`src/rtl/panel_pkg.sv`:
```
// Shared definitions for the panel programmer: default parameter values and
// the programming FSM state encoding.
package panel_pkg;

  localparam int unsigned DEF_DATA_W       = 8;
  localparam int unsigned DEF_ADDR_W       = 4;
  localparam int unsigned DEF_DEBOUNCE_CYC = 4;
  localparam int unsigned DEF_WRAP         = 0;

  typedef enum logic [2:0] {
    S_RUN,
    S_IDLE,
    S_PRESS,
    S_WRITE,
    S_RELEASE
  } panel_state_t;

endpackage

```
`src/rtl/panel_programmer_if.sv`:
```
// Program-memory write bus driven by the panel programmer.
//   mem_we    : one-cycle write strobe
//   mem_addr  : write address (programmer's pointer)
//   mem_wdata : write data
// master = programmer side, slave = memory side.
interface panel_programmer_if
  import panel_pkg::*;
#(
  parameter int unsigned DATA_W = DEF_DATA_W,
  parameter int unsigned ADDR_W = DEF_ADDR_W
);

  logic              mem_we;
  logic [ADDR_W-1:0] mem_addr;
  logic [DATA_W-1:0] mem_wdata;

  modport master (output mem_we, output mem_addr, output mem_wdata);
  modport slave  (input  mem_we, input  mem_addr, input  mem_wdata);

endinterface

```
`src/rtl/panel_debounce.sv`:
```
// Two-flop synchroniser followed by a debouncer for one asynchronous,
// possibly bouncy level input.
//   clock, reset_N : system clock, async active-low reset
//   din            : raw asynchronous input
//   level          : debounced level; changes only after the synchronised
//                    input has differed from it for DEBOUNCE_CYC cycles
module panel_debounce
  import panel_pkg::*;
#(
  parameter int unsigned DEBOUNCE_CYC = DEF_DEBOUNCE_CYC,
  parameter bit          RESET_LEVEL  = 1'b0
) (
  input  logic clock,
  input  logic reset_N,
  input  logic din,
  output logic level
);

  localparam int unsigned CNT_W = (DEBOUNCE_CYC > 1) ? $clog2(DEBOUNCE_CYC) : 1;
  localparam logic [CNT_W-1:0] CNT_LAST = CNT_W'(DEBOUNCE_CYC - 1);

  logic             sync1;
  logic             sync2;
  logic [CNT_W-1:0] cnt;

  always_ff @(posedge clock or negedge reset_N) begin
    if (!reset_N) begin
      sync1 <= RESET_LEVEL;
      sync2 <= RESET_LEVEL;
      level <= RESET_LEVEL;
      cnt   <= '0;
    end else begin
      sync1 <= din;
      sync2 <= sync1;
      // Any cycle where the input agrees with the accepted level restarts
      // the run; the level flips on the last cycle of an unbroken run.
      if (sync2 != level) begin
        if (cnt == CNT_LAST) begin
          level <= sync2;
          cnt   <= '0;
        end else begin
          cnt <= cnt + 1'b1;
        end
      end else begin
        cnt <= '0;
      end
    end
  end

endmodule

```
`src/rtl/panel_programmer.sv`:
```
// Front-panel program loader: in program mode each debounced button press
// writes the switch word to the next program-memory address; in run mode the
// CPU core is released from reset.
//   clock, reset_N : system clock, async active-low reset
//   mode           : slide switch, 1 = program, 0 = run (async)
//   prog_btn_N     : program button, 0 = pressed (async, bouncy)
//   addr_clr       : clear pointer and word count (honoured when idle)
//   data_in        : word from slide switches
//   mem            : program-memory write bus (master)
//   cpu_reset_N    : active-low CPU reset, released only while running
//   full           : DEPTH words written
//   word_count     : words written since last clear, saturating at DEPTH
//   last_data      : most recently written word
module panel_programmer
  import panel_pkg::*;
#(
  parameter int unsigned DATA_W       = DEF_DATA_W,
  parameter int unsigned ADDR_W       = DEF_ADDR_W,
  parameter int unsigned DEBOUNCE_CYC = DEF_DEBOUNCE_CYC,
  parameter int unsigned WRAP         = DEF_WRAP
) (
  input  logic                clock,
  input  logic                reset_N,
  input  logic                mode,
  input  logic                prog_btn_N,
  input  logic                addr_clr,
  input  logic [DATA_W-1:0]   data_in,
  panel_programmer_if.master  mem,
  output logic                cpu_reset_N,
  output logic                full,
  output logic [ADDR_W:0]     word_count,
  output logic [DATA_W-1:0]   last_data
);

  localparam logic [ADDR_W:0] DEPTH_CNT = {1'b1, {ADDR_W{1'b0}}};

  logic mode_db, mode_db_q;
  logic btn_db, btn_db_q;
  logic mode_rise, mode_fall, btn_fall;
  logic write_blocked;

  panel_state_t      state, next_state;
  logic [ADDR_W-1:0] pointer;
  logic [ADDR_W:0]   count;
  logic [DATA_W-1:0] wdata_r;
  logic [DATA_W-1:0] last_r;
  logic              we_r;
  logic              cpu_r;

  panel_debounce #(
    .DEBOUNCE_CYC (DEBOUNCE_CYC),
    .RESET_LEVEL  (1'b0)
  ) u_mode_db (
    .clock   (clock),
    .reset_N (reset_N),
    .din     (mode),
    .level   (mode_db)
  );

  panel_debounce #(
    .DEBOUNCE_CYC (DEBOUNCE_CYC),
    .RESET_LEVEL  (1'b1)
  ) u_btn_db (
    .clock   (clock),
    .reset_N (reset_N),
    .din     (prog_btn_N),
    .level   (btn_db)
  );

  assign mode_rise     = mode_db & ~mode_db_q;
  assign mode_fall     = ~mode_db & mode_db_q;
  assign btn_fall      = ~btn_db & btn_db_q;
  assign full          = (count == DEPTH_CNT);
  assign write_blocked = full && (WRAP == 0);

  always_comb begin
    next_state = state;
    if (mode_fall) begin
      next_state = S_RUN;
    end else begin
      unique case (state)
        S_RUN:     if (mode_rise) next_state = S_IDLE;
        // Edge, not level: entering idle with the button still held
        // must not start a write.
        S_IDLE:    if (btn_fall) next_state = S_PRESS;
        S_PRESS:   next_state = S_WRITE;
        S_WRITE:   next_state = S_RELEASE;
        S_RELEASE: if (btn_db) next_state = S_IDLE;
        default:   next_state = S_RUN;
      endcase
    end
  end

  always_ff @(posedge clock or negedge reset_N) begin
    if (!reset_N) begin
      state     <= S_RUN;
      mode_db_q <= 1'b0;
      btn_db_q  <= 1'b1;
      pointer   <= '0;
      count     <= '0;
      wdata_r   <= '0;
      last_r    <= '0;
      we_r      <= 1'b0;
      cpu_r     <= 1'b0;
    end else begin
      state     <= next_state;
      mode_db_q <= mode_db;
      btn_db_q  <= btn_db;

      // Strobe registered on entry to S_WRITE so it spans exactly that state.
      we_r  <= (next_state == S_WRITE) && !write_blocked;
      // Held low on the entry cycle so release lags S_RUN entry by one cycle,
      // and dropped together with the state on leaving S_RUN.
      cpu_r <= (state == S_RUN) && (next_state == S_RUN);

      if (state == S_IDLE && next_state == S_PRESS) begin
        wdata_r <= data_in;
      end

      if (state == S_RUN && next_state == S_IDLE) begin
        pointer <= '0;
        count   <= '0;
      end else if (state == S_IDLE && addr_clr) begin
        pointer <= '0;
        count   <= '0;
      end else if (state == S_WRITE && we_r) begin
        pointer <= pointer + 1'b1;
        if (count != DEPTH_CNT) begin
          count <= count + 1'b1;
        end
        last_r <= wdata_r;
      end
    end
  end

  assign mem.mem_we    = we_r;
  assign mem.mem_addr  = pointer;
  assign mem.mem_wdata = wdata_r;
  assign cpu_reset_N   = cpu_r;
  assign word_count    = count;
  assign last_data     = last_r;

endmodule

```
`src/flat_wrapper.sv`:
```
// flat-port wrapper written by rule: the top's interface ports become plain ports
module panel_programmer_flat import panel_pkg::*;
#(
  parameter int unsigned DATA_W       = DEF_DATA_W,
  parameter int unsigned ADDR_W       = DEF_ADDR_W,
  parameter int unsigned DEBOUNCE_CYC = DEF_DEBOUNCE_CYC,
  parameter int unsigned WRAP         = DEF_WRAP
)
  (clock, reset_N, mode, prog_btn_N, addr_clr, data_in, cpu_reset_N, full, word_count, last_data, mem_mem_we, mem_mem_addr, mem_mem_wdata);
  panel_programmer_if #(.DATA_W(DATA_W), .ADDR_W(ADDR_W)) mem_i ();
  input  logic clock;
  input  logic reset_N;
  input  logic mode;
  input  logic prog_btn_N;
  input  logic addr_clr;
  input  logic [DATA_W-1:0] data_in;
  output logic cpu_reset_N;
  output logic full;
  output logic [ADDR_W:0] word_count;
  output logic [DATA_W-1:0] last_data;
  output wire logic [$bits(mem_i.mem_we)-1:0] mem_mem_we;
  output wire logic [$bits(mem_i.mem_addr)-1:0] mem_mem_addr;
  output wire logic [$bits(mem_i.mem_wdata)-1:0] mem_mem_wdata;
  assign mem_mem_we = mem_i.mem_we;
  assign mem_mem_addr = mem_i.mem_addr;
  assign mem_mem_wdata = mem_i.mem_wdata;
  panel_programmer #(.DATA_W(DATA_W), .ADDR_W(ADDR_W), .DEBOUNCE_CYC(DEBOUNCE_CYC), .WRAP(WRAP)) u_core (.clock(clock), .reset_N(reset_N), .mode(mode), .prog_btn_N(prog_btn_N), .addr_clr(addr_clr), .data_in(data_in), .mem(mem_i), .cpu_reset_N(cpu_reset_N), .full(full), .word_count(word_count), .last_data(last_data));
endmodule
```
`config.mk`:
```
export PLATFORM = sky130hd
export DESIGN_NAME = panel_programmer_flat
export DESIGN_NICKNAME = d
export VERILOG_FILES = /design/src/rtl/panel_pkg.sv /design/src/rtl/panel_programmer_if.sv /design/src/rtl/panel_debounce.sv /design/src/rtl/panel_programmer.sv /design/src/flat_wrapper.sv
export SDC_FILE = /design/constraint.sdc
export NUM_CORES = 1
export LEC_CHECK = 0
export BUFFER_PORTS_ARGS = -buffer_cell sky130_fd_sc_hd__buf_2
export CORE_MARGIN = 10
export CORE_UTILIZATION = 56
export DETAILED_ROUTE_END_ITERATION = 10
export PLACE_DENSITY_LB_ADDON = 0.25
export SYNTH_ARGS = -nofsm -noshare
export SYNTH_HDL_FRONTEND = slang
export SYNTH_SLANG_ARGS = --single-unit
export TNS_END_PERCENT = 50
```
`constraint.sdc`:
```
create_clock -name clock -period 3.4 [get_ports clock]
set_clock_uncertainty 0.15 [all_clocks]
set_input_delay 0.34 -clock clock [delete_from_list [all_inputs] [get_ports clock]]
set_output_delay 0.34 -clock clock [all_outputs]
set_load 0.02 [all_outputs]
```
# --- Word-level counts from Yosys, hierarchy flattened ---
# Cells that the tools add are included.
word_totals:
  register_bits: 42
  wordCells: 73
classes:
  n_addsub: 4
  eq_ne: 13
  mux: 16
  bitwise_logic: 8
  reduce_logical: 15
op_table:
  columns: ["op", "count"]
  rows:
  - ["5-bit two-way mux", 4]
  - ["3-bit case mux with 5 select lines", 1]
  - ["3-bit by 2-bit == test with 1-bit output (second input constant)", 4]
  - ["3-bit two-way mux", 4]
  - ["4-bit two-way mux", 3]
  - ["2-bit two-way mux", 4]
  - ["3-bit by 1-bit == test with 1-bit output (second input constant)", 2]
  - ["1-bit logical AND", 6]
  - ["3-bit logical NOT", 2]
  - ["2-bit AND reduction", 3]
  - ["3-bit nonzero test", 2]
  - ["5-bit by 1-bit adder with 5-bit output (second input constant)", 1]
  - ["5-bit == test (second input constant)", 1]
  - ["5-bit inequality test (second input constant)", 1]
  - ["1-bit inverter", 5]
  - ["2-bit by 1-bit adder with 2-bit output (second input constant)", 2]
  - ["4-bit by 1-bit adder with 4-bit output (second input constant)", 1]
  - ["2-bit == test (second input constant)", 2]
  - ["1-bit AND", 3]
  - ["3-bit == test (second input constant)", 1]
  - ["3-bit AND reduction", 1]
  - ["1-bit inequality test", 2]
  - ["1-bit logical NOT", 1]

# --- Longest topological paths before layout ---
depth:
  ltp_word: 9
  mapped_depth: 6
  ltp_nobuf: 6

# --- Cells and area by module ---
# From an unflattened synthesis, not the netlist that was laid out.
unflattened:
  cells_unflattened: 151
  area_unflattened_um2: 1776.7
by_module_without_submodules:
  columns: ["module", "n_inst", "cells_per_inst", "area_per_inst_um2", "seq_area_each_um2"]
  rows:
  - ["panel_programmer", 1, 131, 1425.1, 802.0]
  - ["panel_debounce at u_core.u_btn_db", 1, 10, 177.7, 128.9]
  - ["panel_debounce at u_core.u_mode_db", 1, 10, 173.9, 125.1]

# --- Worst setup path after synthesis ---
# No wires, ideal clock.
synth_timing:
  path_kind: "register -> register"
  from: "reg u_core.count[0], in the netlist u_core.word_count[0]"
  to: "reg u_core.count[0], in the netlist u_core.word_count[0]"
  setup_time_ns: 0.137
  t_arrival_ns: 2.043
  path_slack_ns: 1.070
  stages_incl_launch_ff: 7
  path_buffers: 0
  period_less_slack_ns: 2.330
  cell_sequence: "dfrtp_1 > inv_1 > ha_1 > nor4bb_1 > nor2_1 > xnor2_1 > nor2_1"
synth_between:
  elab_chain_len: 5
  elab_cells_between_ends: 8
  classes_between: "1 x add/sub; 1 x eq/ne; 4 x mux; 2 x reduce/logical"
synth_lines:
  columns: ["item", "line", "source"]
  rows:
  - ["from (decl)", "panel_programmer.sv:44", "logic [ADDR_W:0] count;"]
  - ["from (signal assigned)", "panel_programmer.sv:129", "count <= count + 1'b1;"]
  - ["5-bit by 1-bit adder with 5-bit output", "panel_programmer.sv:129", null]
  - ["5-bit two-way mux", "panel_programmer.sv:128", "if (count != DEPTH_CNT) begin"]
  - ["5-bit two-way mux", "panel_programmer.sv:126", "end else if (state == S_WRITE && we_r) begin"]
  - ["5-bit two-way mux", "panel_programmer.sv:123", "end else if (state == S_IDLE && addr_clr) begin"]
  - ["5-bit two-way mux", "panel_programmer.sv:120", "if (state == S_RUN && next_state == S_IDLE) begin"]
# Several ways; a longest one is shown, not always the timed one. The select of a mux whose other input is x is not followed.
# A chain may end at the register's enable or synchronous reset.

# --- Worst setup path in the final report ---
layout_timing:
  from: "reg u_core.count[0], in the netlist u_core.word_count[0]"
  to: "out full"
layout_between:
  elab_chain_len: 1
layout_lines:
  columns: ["item", "line", "source"]
  rows:
  - ["5-bit == test", "panel_programmer.sv:73", "assign full = (count == DEPTH_CNT);"]
  - ["to (decl)", "flat_wrapper.sv:18", "output logic full;"]
# Every way passes these cells.

==> results.json <==
{
  "power.switching_mw": 0.562,
  "routed_via_density": 5.17,
  "pwr-share-seq_pct": 50.5,
  "num_rows": 20,
  "drtPass1Iterations": 4,
  "clkLatencyLatePin_ps": 340,
  "period_share_pct": 74.8,
  "cts_tree": "yes",
  "cp_max_fo": 5,
  "clock-sinks": 42,
  "busiest_layer": "met2",
  "syn-mean-instance-area_um2": 11.8,
  "ys_warn_count": 0,
  "netSwitchingFraction_pct": 36.6,
  "tns_ps": 0,
  "endpoint_kind": "output pin",
  "gr-usage-met2_pct": 21.0,
  "timing.critical_path.cells": "inv_1, ha_1, nor4bb_1, buf_2",
  "rsz0062_at_grt": "false",
  "numCtsBuffers": 5,
  "synth.cell_area_um2": 1760,
  "period_needed_ps": 2540,
  "powerDensity_nw_per_um2": 740,
  "instances_no_fill": 238,
  "synth_cells": 149,
  "gp_congestion": 0.834,
  "drv_slew": 0,
  "cp-start-kind": "flip-flop",
  "hold_viol": 0,
  "vias": 1230,
  "first_iter_violations": 71,
  "max_freq_mhz": 393,
  "port_buffers": 40,
  "cp_top_family": "simple AND/OR/NAND/NOR gates",
  "dieArea_um2": 5770,
  "post-cts-setup-buffers": 0,
  "clockBufferDepth": 2,
  "diodes": 0,
  "intPower_mw": 0.973,
  "met3_usage_pct": 6.37,
  "maxCapViolCount": 0,
  "grt_pass1_wl_um": 6240,
  "hold_class": "input pin to flip-flop",
  "clk_pin_slew_worst_paths_ps": 120,
  "arrival_ps": 2050,
  "critPathKind": "flip-flop to output pin",
  "vdd_drop_max_mv": 0.462,
  "grt_max_degree": 43,
  "cts.repair.resized": 0,
  "overflow": 0,
  "slew_headroom_pct": 40.6,
  "drive_gt1_share_pct": 34.0,
  "dp_hpwl_um": 2630,
  "remaining_drc_errors": 0,
  "tightestPinTransition_ps": 891,
  "ys_types": 36,
  "path_buf_inv": 2,
  "fin_nets": 211,
  "die_h_um": 76.0,
  "synth_seq_cells": 42,
  "dieWidth_um": 76.0,
  "critPathMaxStageDelay_ps": 710,
  "synth.yosys.seq_area_share_pct": 60.2,
  "syn-num-nets": 167,
  "static-leakage-power_nw": 1.08,
  "status": "finished clean",
  "dp.cells": 227,
  "root_buffer": "clkbuf_4",
  "htree_num_levels": 2,
  "cp.required_ps": 2910,
  "grt_antenna_before_repair": 0,
  "clkPwrFrac_pct": 16.5,
  "io_pins": 41,
  "grt_pass1_vias": 1314,
  "core_um2": 3030,
  "area_delta_synth_final_pct": 18.2,
  "comb_power_share_pct": 33.0,
  "start_util_pct": 58.0,
  "antenna_left": 0,
  "met1_usage_pct": 15.0,
  "drt-total-wl_um": 3610,
  "grt_util_all_layers_pct": 13.1,
  "routedWlPerCell_um": 15.2,
  "setup_viol": 0,
  "crit_slowest_cell": "nor4bb_1"
}
## placed cells by master, fill, tap and decap left out, types with 3 or more instances in the layout
master / count
dfrtp_1: 38
ha_1: 5
xor2_1: 4
mux2_2: 10
nand4_1: 3
xnor2_1: 4
clkbuf_4: 5
dfstp_2: 4
buf_2: 40
nor2b_1: 4
nor2_1: 12
dlygate4sd3_1: 3
nand2_1: 31
## area by class of cell
type                       count  area, µm²
inverter                       2       7.51
sequential                    42       1060
clock buffer                   7       55.1
tap                           44       55.1
clock inverter                 1       5.00
fill                         235        953
multi-input combinational     99        666
timing repair buffer          43        230
## state kept, by name, indices dropped and copies added (netlist names)
register,count
u_core.u_mode_db.cnt,2
u_core.mem.mem_we,1
u_core.word_count,5
u_core.u_mode_db.sync2,1
u_core.u_btn_db.level,1
u_core.u_btn_db.cnt,2
u_core.u_mode_db.level,1
u_core.cpu_reset_N,1
u_core.state,3
u_core.mem.mem_wdata,8
u_core.mode_db_q,1
u_core.mem.mem_addr,4
u_core.u_btn_db.sync1,1
u_core.btn_db_q,1
u_core.u_mode_db.sync1,1
u_core.last_data,8
u_core.u_btn_db.sync2,1
## per-stage QoR
step	power, mW	worst slack, ps	utilization (%)	hold slack (ps)	area, µm²
6_report	1.54	858	68.5	70.7	2070
3_5_place_dp	1.29	1240	65.5	199	1980
5_1_grt	1.64	675	68.5	44.1	2070
4_1_cts	1.55	835	68.5	57.8	2070
3_3_place_gp	1.26	1370	65.5	183	1980
2_1_floorplan	1.12	1070	-	-106	1760
## path summary, 6_finish.rpt
kind                                                  startpoint                             endpoint  slack, ps  cells after the start
worst max-delay path            u_core.word_count[0]$_DFFE_PN0P_                                 full        860                      4
worst min-delay path                                  data_in[1]  u_core.mem.mem_wdata[1]$_DFFE_PN0P_         70                      2
worst max register to register  u_core.word_count[0]$_DFFE_PN0P_     u_core.word_count[0]$_DFFE_PN0P_       1320                      6
worst min register to register   u_core.u_btn_db.sync1$_DFF_PN1_      u_core.u_btn_db.sync2$_DFF_PN1_        210                      0
max in group asynchronous                                reset_N     u_core.u_mode_db.sync2$_DFF_PN0_       2050                      2
min in group asynchronous                                reset_N     u_core.word_count[3]$_DFFE_PN0P_        500                      2
## power groups by stage
stage | sequential, mW | combinational (mW) | clock, mW
after global placement | 0.768 | 0.490 | 0
after CTS | 0.774 | 0.513 | 0.262
after global routing | 0.796 | 0.553 | 0.291
final | 0.775 | 0.506 | 0.254
after floorplan | 0.820 | 0.304 | 0
after detailed placement | 0.782 | 0.509 | 0
## worst register-to-register path, delay by kind of cell (launching register included)
family / cells / cell delay (ps)
AND/OR/NAND/NOR: 3 / 930
flip-flops: 1 / 460
XOR/XNOR: 1 / 190
adder cells (fa/ha/maj): 1 / 160
buffers and inverters: 1 / 80
## cells in the mapped netlist (all sizes together)
master,count,area [µm²]
a211oi,1,7.51
a21oi,2,10.0
a221oi,1,8.76
a2bb2oi,1,8.76
and2,1,6.26
and2b,1,8.76
and3b,1,8.76
and4b,1,10.0
buf,4,18.8
clkbuf,2,7.51
dfrtp,38,951
dfstp,4,105
ha,5,62.6
inv,2,7.51
mux2,10,113
mux2i,2,20.0
nand2,31,116
nand2b,2,20.0
nand4,3,18.8
nand4b,1,8.76
nor2,12,45.0
nor2b,4,25.0
nor3,4,36.3
nor4,1,6.26
nor4b,1,8.76
nor4bb,1,10.0
o21ai,2,10.0
o22ai,1,6.26
o32ai,1,8.76
or3b,1,11.3
xnor2,4,35.0
xor2,4,35.0
## cell families (layout without fill, tap and decap cells)
group / count (synthesis) / in the layout / share of synthesized area [%]
XOR/XNOR: 8 / 8 / 3.99
adder cells (fa/ha/maj): 5 / 5 / 3.56
flip-flops: 42 / 42 / 60.2
multiplexers: 12 / 12 / 7.56
buffers and inverters: 8 / 53 / 1.92
AND/OR/NAND/NOR: 65 / 65 / 19.4
AO/OA/AOI/OAI: 9 / 9 / 3.42
## per-layer routing
layer,wire length (µm),vias to the layer above
met5,0,-
met4,40,0
met3,304,5
met2,1750,39
met1,1520,600
li1,-,586
## repair_timing
action | 4_1_cts | 5_1_grt
hold buffers | 3 | 0
setup endpoints to repair | 0 | 0
endpoints found under the hold margin | 40 | 0
Note: power is estimated with default switching activity, not from simulation.
